File: src/rtl/mem_stage_hs.sv
// MEM pipeline stage: holds one EX instruction, runs its load/store over a valid/ready
// data-memory port, aligns load/store data, and forwards results and HI/LO back to ID.
module mem_stage_hs #(
    parameter int DATA_W = 32,
    parameter int ADDR_W = 32,
    parameter int REG_AW = 5
) (
    input  logic                  clk,
    input  logic                  rst,
    input  logic                  flush,
    input  logic                  ex_valid,
    output logic                  ex_ready,
    input  logic [31:0]           ex_pc,
    input  logic                  ex_mem_en,
    input  logic                  ex_mem_we,
    input  logic [2:0]            ex_mem_op,
    input  logic                  ex_rf_we,
    input  logic [REG_AW-1:0]     ex_rf_waddr,
    input  logic [DATA_W-1:0]     ex_result,
    input  logic [DATA_W-1:0]     ex_sdata,
    input  logic [2*DATA_W+1:0]   ex_hilo,
    output logic                  dreq_valid,
    input  logic                  dreq_ready,
    output logic                  dreq_we,
    output logic [ADDR_W-1:0]     dreq_addr,
    output logic [DATA_W/8-1:0]   dreq_wstrb,
    output logic [DATA_W-1:0]     dreq_wdata,
    input  logic                  dresp_valid,
    input  logic [DATA_W-1:0]     dresp_rdata,
    output logic                  wb_valid,
    input  logic                  wb_ready,
    output logic [31:0]           wb_pc,
    output logic                  wb_rf_we,
    output logic [REG_AW-1:0]     wb_rf_waddr,
    output logic [DATA_W-1:0]     wb_rf_wdata,
    output logic [2*DATA_W+1:0]   wb_hilo,
    output logic                  wb_exc_ale,
    output logic                  fwd_rf_we,
    output logic [REG_AW-1:0]     fwd_waddr,
    output logic [DATA_W-1:0]     fwd_wdata,
    output logic [2*DATA_W+1:0]   fwd_hilo,
    output logic                  fwd_ld_busy
);

    localparam int NB    = DATA_W / 8;
    localparam int OFF_W = $clog2(NB);
    localparam int HW    = 2 * DATA_W + 2;
    localparam bit IS64  = (DATA_W == 64);

    typedef enum logic [2:0] {
        S_IDLE,
        S_REQ,
        S_WAIT,
        S_DONE,
        S_DRAIN
    } state_e;

    state_e              state_q, state_d;
    logic [31:0]         pc_q;
    logic                mem_en_q;
    logic                mem_we_q;
    logic [2:0]          op_q;
    logic                rf_we_q;
    logic [REG_AW-1:0]   waddr_q;
    logic [DATA_W-1:0]   result_q;
    logic [DATA_W-1:0]   sdata_q;
    logic [HW-1:0]       hilo_q;
    logic                ale_q;

    logic                capture;
    logic                ex_ale;
    logic                load_latch;
    state_e              cap_state;
    logic [OFF_W-1:0]    off;
    logic [DATA_W-1:0]   rd_shift;
    logic [DATA_W-1:0]   ld_data;
    logic [NB-1:0]       strb_base;
    logic [DATA_W-1:0]   st_data;
    logic [ADDR_W-1:0]   addr_al;
    logic                req_on;

    assign ex_ready = (state_q == S_IDLE) || ((state_q == S_DONE) && wb_ready);
    assign capture  = ex_valid && ex_ready && !flush;

    // NOTE: every always_comb output gets a default before any branch, so no latch is inferred.
    always_comb begin
        ex_ale = 1'b0;
        case (ex_mem_op)
            3'd0, 3'd1: ex_ale = 1'b0;
            3'd2, 3'd3: ex_ale = ex_result[0];
            3'd4:       ex_ale = |ex_result[1:0];
            3'd5:       ex_ale = !IS64 || (|ex_result[1:0]);
            3'd6:       ex_ale = !IS64 || (|ex_result[2:0]);
            default:    ex_ale = 1'b1;
        endcase
        ex_ale    = ex_ale && ex_mem_en;
        cap_state = (ex_mem_en && !ex_ale) ? S_REQ : S_DONE;
    end

    always_comb begin
        state_d    = state_q;
        load_latch = 1'b0;
        case (state_q)
            S_IDLE: begin
                if (capture) state_d = cap_state;
            end
            S_REQ: begin
                // A response arriving with the acceptance closes the transaction in one step.
                if (dreq_ready) begin
                    if (flush) begin
                        state_d = dresp_valid ? S_IDLE : S_DRAIN;
                    end else if (dresp_valid) begin
                        state_d    = S_DONE;
                        load_latch = 1'b1;
                    end else begin
                        state_d = S_WAIT;
                    end
                end else if (flush) begin
                    state_d = S_IDLE;
                end
            end
            S_WAIT: begin
                if (flush) begin
                    state_d = dresp_valid ? S_IDLE : S_DRAIN;
                end else if (dresp_valid) begin
                    state_d    = S_DONE;
                    load_latch = 1'b1;
                end
            end
            S_DONE: begin
                if (flush)         state_d = S_IDLE;
                else if (wb_ready) state_d = capture ? cap_state : S_IDLE;
            end
            S_DRAIN: begin
                if (dresp_valid) state_d = S_IDLE;
            end
            default: state_d = S_IDLE;
        endcase
    end

    assign off      = result_q[OFF_W-1:0];
    assign rd_shift = dresp_rdata >> {off, 3'b000};

    always_comb begin
        ld_data = rd_shift;
        case (op_q)
            3'd0:    ld_data = DATA_W'($signed(rd_shift[7:0]));
            3'd1:    ld_data = DATA_W'(rd_shift[7:0]);
            3'd2:    ld_data = DATA_W'($signed(rd_shift[15:0]));
            3'd3:    ld_data = DATA_W'(rd_shift[15:0]);
            3'd4:    ld_data = DATA_W'($signed(rd_shift[31:0]));
            3'd5:    ld_data = DATA_W'(rd_shift[31:0]);
            default: ld_data = rd_shift;
        endcase
    end

    always_comb begin
        strb_base = '1;
        st_data   = sdata_q;
        case (op_q)
            3'd0, 3'd1: begin
                strb_base = NB'(1);
                st_data   = {NB{sdata_q[7:0]}};
            end
            3'd2, 3'd3: begin
                strb_base = NB'(3);
                st_data   = {(NB/2){sdata_q[15:0]}};
            end
            3'd4, 3'd5: begin
                strb_base = NB'(15);
                st_data   = {(NB/4){sdata_q[31:0]}};
            end
            default: begin
                strb_base = '1;
                st_data   = sdata_q;
            end
        endcase
    end

    always_comb begin
        addr_al              = ADDR_W'(result_q);
        addr_al[OFF_W-1:0]   = '0;
    end

    // NOTE: state registers use non-blocking assignments so every flop samples pre-edge values.
    always_ff @(posedge clk or negedge rst) begin
        if (!rst) begin
            state_q  <= S_IDLE;
            pc_q     <= '0;
            mem_en_q <= 1'b0;
            mem_we_q <= 1'b0;
            op_q     <= '0;
            rf_we_q  <= 1'b0;
            waddr_q  <= '0;
            result_q <= '0;
            sdata_q  <= '0;
            hilo_q   <= '0;
            ale_q    <= 1'b0;
        end else begin
            state_q <= state_d;
            if (capture) begin
                pc_q     <= ex_pc;
                mem_en_q <= ex_mem_en;
                mem_we_q <= ex_mem_we;
                op_q     <= ex_mem_op;
                rf_we_q  <= ex_rf_we;
                waddr_q  <= ex_rf_waddr;
                result_q <= ex_result;
                sdata_q  <= ex_sdata;
                hilo_q   <= ex_hilo;
                ale_q    <= ex_ale;
            end else if (load_latch && !mem_we_q) begin
                result_q <= ld_data;
            end
        end
    end

    assign req_on     = (state_q == S_REQ);
    assign dreq_valid = req_on;
    assign dreq_we    = req_on && mem_we_q;
    assign dreq_addr  = req_on ? addr_al : '0;
    assign dreq_wstrb = (req_on && mem_we_q) ? (strb_base << off) : '0;
    assign dreq_wdata = (req_on && mem_we_q) ? st_data : '0;

    assign wb_valid    = (state_q == S_DONE);
    assign wb_pc       = pc_q;
    assign wb_rf_we    = rf_we_q && !ale_q;
    assign wb_rf_waddr = waddr_q;
    assign wb_rf_wdata = result_q;
    assign wb_hilo     = hilo_q;
    assign wb_exc_ale  = ale_q;

    // HI/LO write enables are only forwarded once the held result is final.
    assign fwd_rf_we   = wb_rf_we && wb_valid;
    assign fwd_waddr   = waddr_q;
    assign fwd_wdata   = result_q;
    assign fwd_hilo    = {hilo_q[HW-1:HW-2] & {2{wb_valid}}, hilo_q[HW-3:0]};
    assign fwd_ld_busy = (state_q == S_REQ || state_q == S_WAIT) && mem_en_q && !mem_we_q && rf_we_q;

endmodule

File: config.mk
export PLATFORM = sky130hd
export DESIGN_NAME = mem_stage_hs
export DESIGN_NICKNAME = d
export VERILOG_FILES = /design/src/rtl/mem_stage_hs.sv
export SDC_FILE = /design/constraint.sdc
export NUM_CORES = 1
export LEC_CHECK = 0
export CAP_MARGIN = 25
export CORE_AREA = 3 3 205 207
export DETAILED_ROUTE_END_ITERATION = 6
export DIE_AREA = 0 0 208 210
export GPL_ROUTABILITY_DRIVEN = 0
export PLACE_DENSITY_LB_ADDON = 0.05
export SETUP_SLACK_MARGIN = 0.2
export SLEW_MARGIN = 20
export SYNTH_ARGS = -nofsm -noshare
export SYNTH_HDL_FRONTEND = slang
export SYNTH_SLANG_ARGS = --single-unit
File: constraint.sdc
create_clock -name clk -period 1.6 [get_ports clk]
set_input_delay 0.4 -clock clk [delete_from_list [all_inputs] [get_ports clk]]
set_output_delay 0.4 -clock clk [all_outputs]
set_load 0.1 [all_outputs]
==> results.toml <==
[run_status]
status = "finished with violations"
violations = "setup timing"

[floorplan]
pin_count = 526
fp-row-count = 74
coreArea_mm2 = 0.0406
fp.dieArea_mm2 = 0.0437
initial_core_util_pct = 23.0
die_w_um = 208
die_y_um = 210

[final_layout]
area_growth_pct = 145
multi_input_area_mm2 = 0.00464
nNetsFinal = 1961
drive_above_1_share_pct = 50.5
register_area_mm2 = 0.00482
layoutNonFillerInstCount = 2296
nFillCells = 3445

[routing]
drc = 0
wl_per_cell_um = 21.8
vias = 10100
detail-route-antenna-nets = 0
drt-initial-drc-count = 477
routed_wl_um = 50000
avgViaCountPerCell = 4.40
drtPass1Iterations = 5

[critical_path]
worstPathRequired_ns = 1.20
crit_type = "reg2out"
critPathSlowestCell = "dfrtp_2"
cp.arrival_ns = 1.84
cpMostUsedCell = "buf_12"
crit_chain = "inv_2 -> nor3_4 -> buf_6 -> nand2_8 -> buf_12 -> a21oi_4 -> buf_12"
max_stage_delay_ns = 0.36
startpoint_type = "flop"
endpoint_kind = "output pin"
worstPathMaxFanout = 7

[logic_synthesis]
syn_area_mm2 = 0.00934
postSynthAreaPerCell_um2 = 8.30
ys_seq_area_share_pct = 47.4
yosys_warnings = 0
synth_cells = 1126
synth.distinct_cells = 47
async_flop_share_pct = 100
synth-edff-count = 0
synth-seq-cells = 177
synth_ff_type = "dfrtp_1"

[clock_network]
htree_levels = 4
cts_buffers = 17
clock_path_buffers = 2
cts_root_buffer = "clkbuf_16"
cts_tree = "yes"
cts.sinks = 177
insertion_delay_ns = 0.44
path_clk_slew_ns = 0.07

[placement]
hpwlAfterDp_um = 34200
place_ws_ns = -0.606
dp_cells = 2133
io_buffers = 523

[timing]
fmax_ghz = 0.447
setup_viol = 257
grt_setup_unrepaired = "yes"
fin_skew_ns = 0.0104
worst_slack_ns = -0.638
finalCriticalPeriod_ns = 2.24
slew_viol_final = 0
hold_ws_ns = 0.475
hold_viol = 0
final.period_utilization_pct = 140

[worst_hold_path]
hold_path_class = "reg2reg"

[run]
cap_violations = 0

[global_route]
grt_max_degree = 42
grt_antenna_before_repair = 8
grt_remaining_overflow = 0
grt_pass1_wl_um = 71900
grt_pass1_vias = 10600
grt_usage_pct = 22.0
[worst max-delay path: cells and delay by family (launching register included)]
family | cells | cell delay [ns]
AO/OA/AOI/OAI | 1 | 0.14
buffers and inverters | 4 | 0.58
flip-flops | 1 | 0.36
AND/OR/NAND/NOR | 2 | 0.30
[repair_timing]
| action | CTS | global route |
|---|---|---|
| setup buffers | 64 | 13 |
| hold buffers | 1 | 0 |
| endpoints found under the setup margin | 489 | 489 |
| cloned | 42 | 9 |
| pin swaps | 49 | 24 |
| endpoints found under the hold margin | 27 | 0 |
| resized for setup | 137 | 66 |
[per-layer routing]
layer  vias to the layer above  global-route usage (%)  share of wire [%]
met4                        12                    5.98                2.0
met3                        51                    7.07                7.4
met1                      4865                    26.3                 39
li1                       4786                       -                  -
met5                         -                       0               0.17
met2                       393                    38.3                 51
[metrics by stage]
stage	setup TNS (ns)	utilization (%)	area (um2)
finish	-112.63	56.4	22900
floorplan	-25.88	-	10500
CTS	-117.02	55.0	22300
global placement	-97.53	47.7	19300
global route	-132.43	56.4	22900
detailed placement	-104.79	47.7	19300
[cell usage after synthesis (4+ instances only)]
library cell / instances / area, um2
a221oi_2: 7 / 105
nand2_1: 471 / 1770
and2_1: 32 / 200
o21ai_0: 16 / 80.1
nor2b_1: 13 / 81.3
o22ai_1: 11 / 68.8
dfrtp_1: 177 / 4430
o21ai_1: 16 / 80.1
buf_4: 124 / 931
buf_2: 26 / 130
and3_1: 12 / 75.1
nor2_1: 52 / 195
a21oi_1: 49 / 245
nand3_1: 4 / 20.0
clkbuf_1: 16 / 60.1
a211oi_1: 18 / 135
inv_1: 4 / 15.0
mux2i_1: 30 / 300
mux2_2: 6 / 67.6
[path summary, 6_finish.rpt]
path / from / to / slack, ns / cells after the start
max in group asynchronous: rst / wb_hilo[3] / 0.54 / 3
min reg2reg: sdata_q[16] / sdata_q[16] / 0.47 / 2
min: sdata_q[16] / sdata_q[16] / 0.47 / 2
max reg2reg: state_q[1] / fwd_wdata[13] / -0.47 / 12
max: state_q[0] / dreq_wdata[12] / -0.64 / 7
min in group asynchronous: rst / fwd_wdata[28] / 0.50 / 2
[sequential cells by signal (all words and copies together) (netlist names)]
signal and flops:
fwd_waddr 5, fwd_wdata 32, mem_en_q 1, mem_we_q 1, op_q 3, rf_we_q 1, sdata_q 32, state_q 3
wb_exc_ale 1, wb_hilo 66, wb_pc 32
[kinds of logic after synthesis]
family / count (synthesis) / synth area share (%)
and+or+nand+nor: 600 / 26.4
muxes: 36 / 3.94
DFF: 177 / 47.4
other: 1 / 0.0401
buffers and inverters: 175 / 12.6
xor gates and xnor gates: 2 / 0.188
AOI/OAI and AO/OA: 135 / 9.38
[layout by cell type, fill, tap and decap left out, types with 8 or more instances in the layout]
cell and count:
mux2i_1 27, nand2_1 432, buf_16 36, and3_4 12, nor2b_1 9, clkdlybuf4s50_1 210, dfrtp_4 104, buf_6 32
nor2_4 25, buf_12 365, o21ai_0 9, a211oi_1 11, a21oi_2 17, a21oi_1 24, bufbuf_16 10, dfrtp_1 69
clkbuf_16 25, buf_4 104, o21ai_1 19, nor2_1 28, and2_4 31, nand2_2 35, a21oi_4 8
[cell type report]
cell class | count | share of cell area (%)
repair buffers | 773 | 53.2
well taps | 532 | 2.91
diodes | 2 | 0.0219
inverters | 4 | 0.0820
flip-flops and latches | 177 | 21.1
clock buffers | 23 | 2.04
clock inverters | 9 | 0.383
multi-input cells | 776 | 20.3
Power is not shown: default switching activity piles up to over one toggle a cycle in this logic, so the estimate is an artifact.
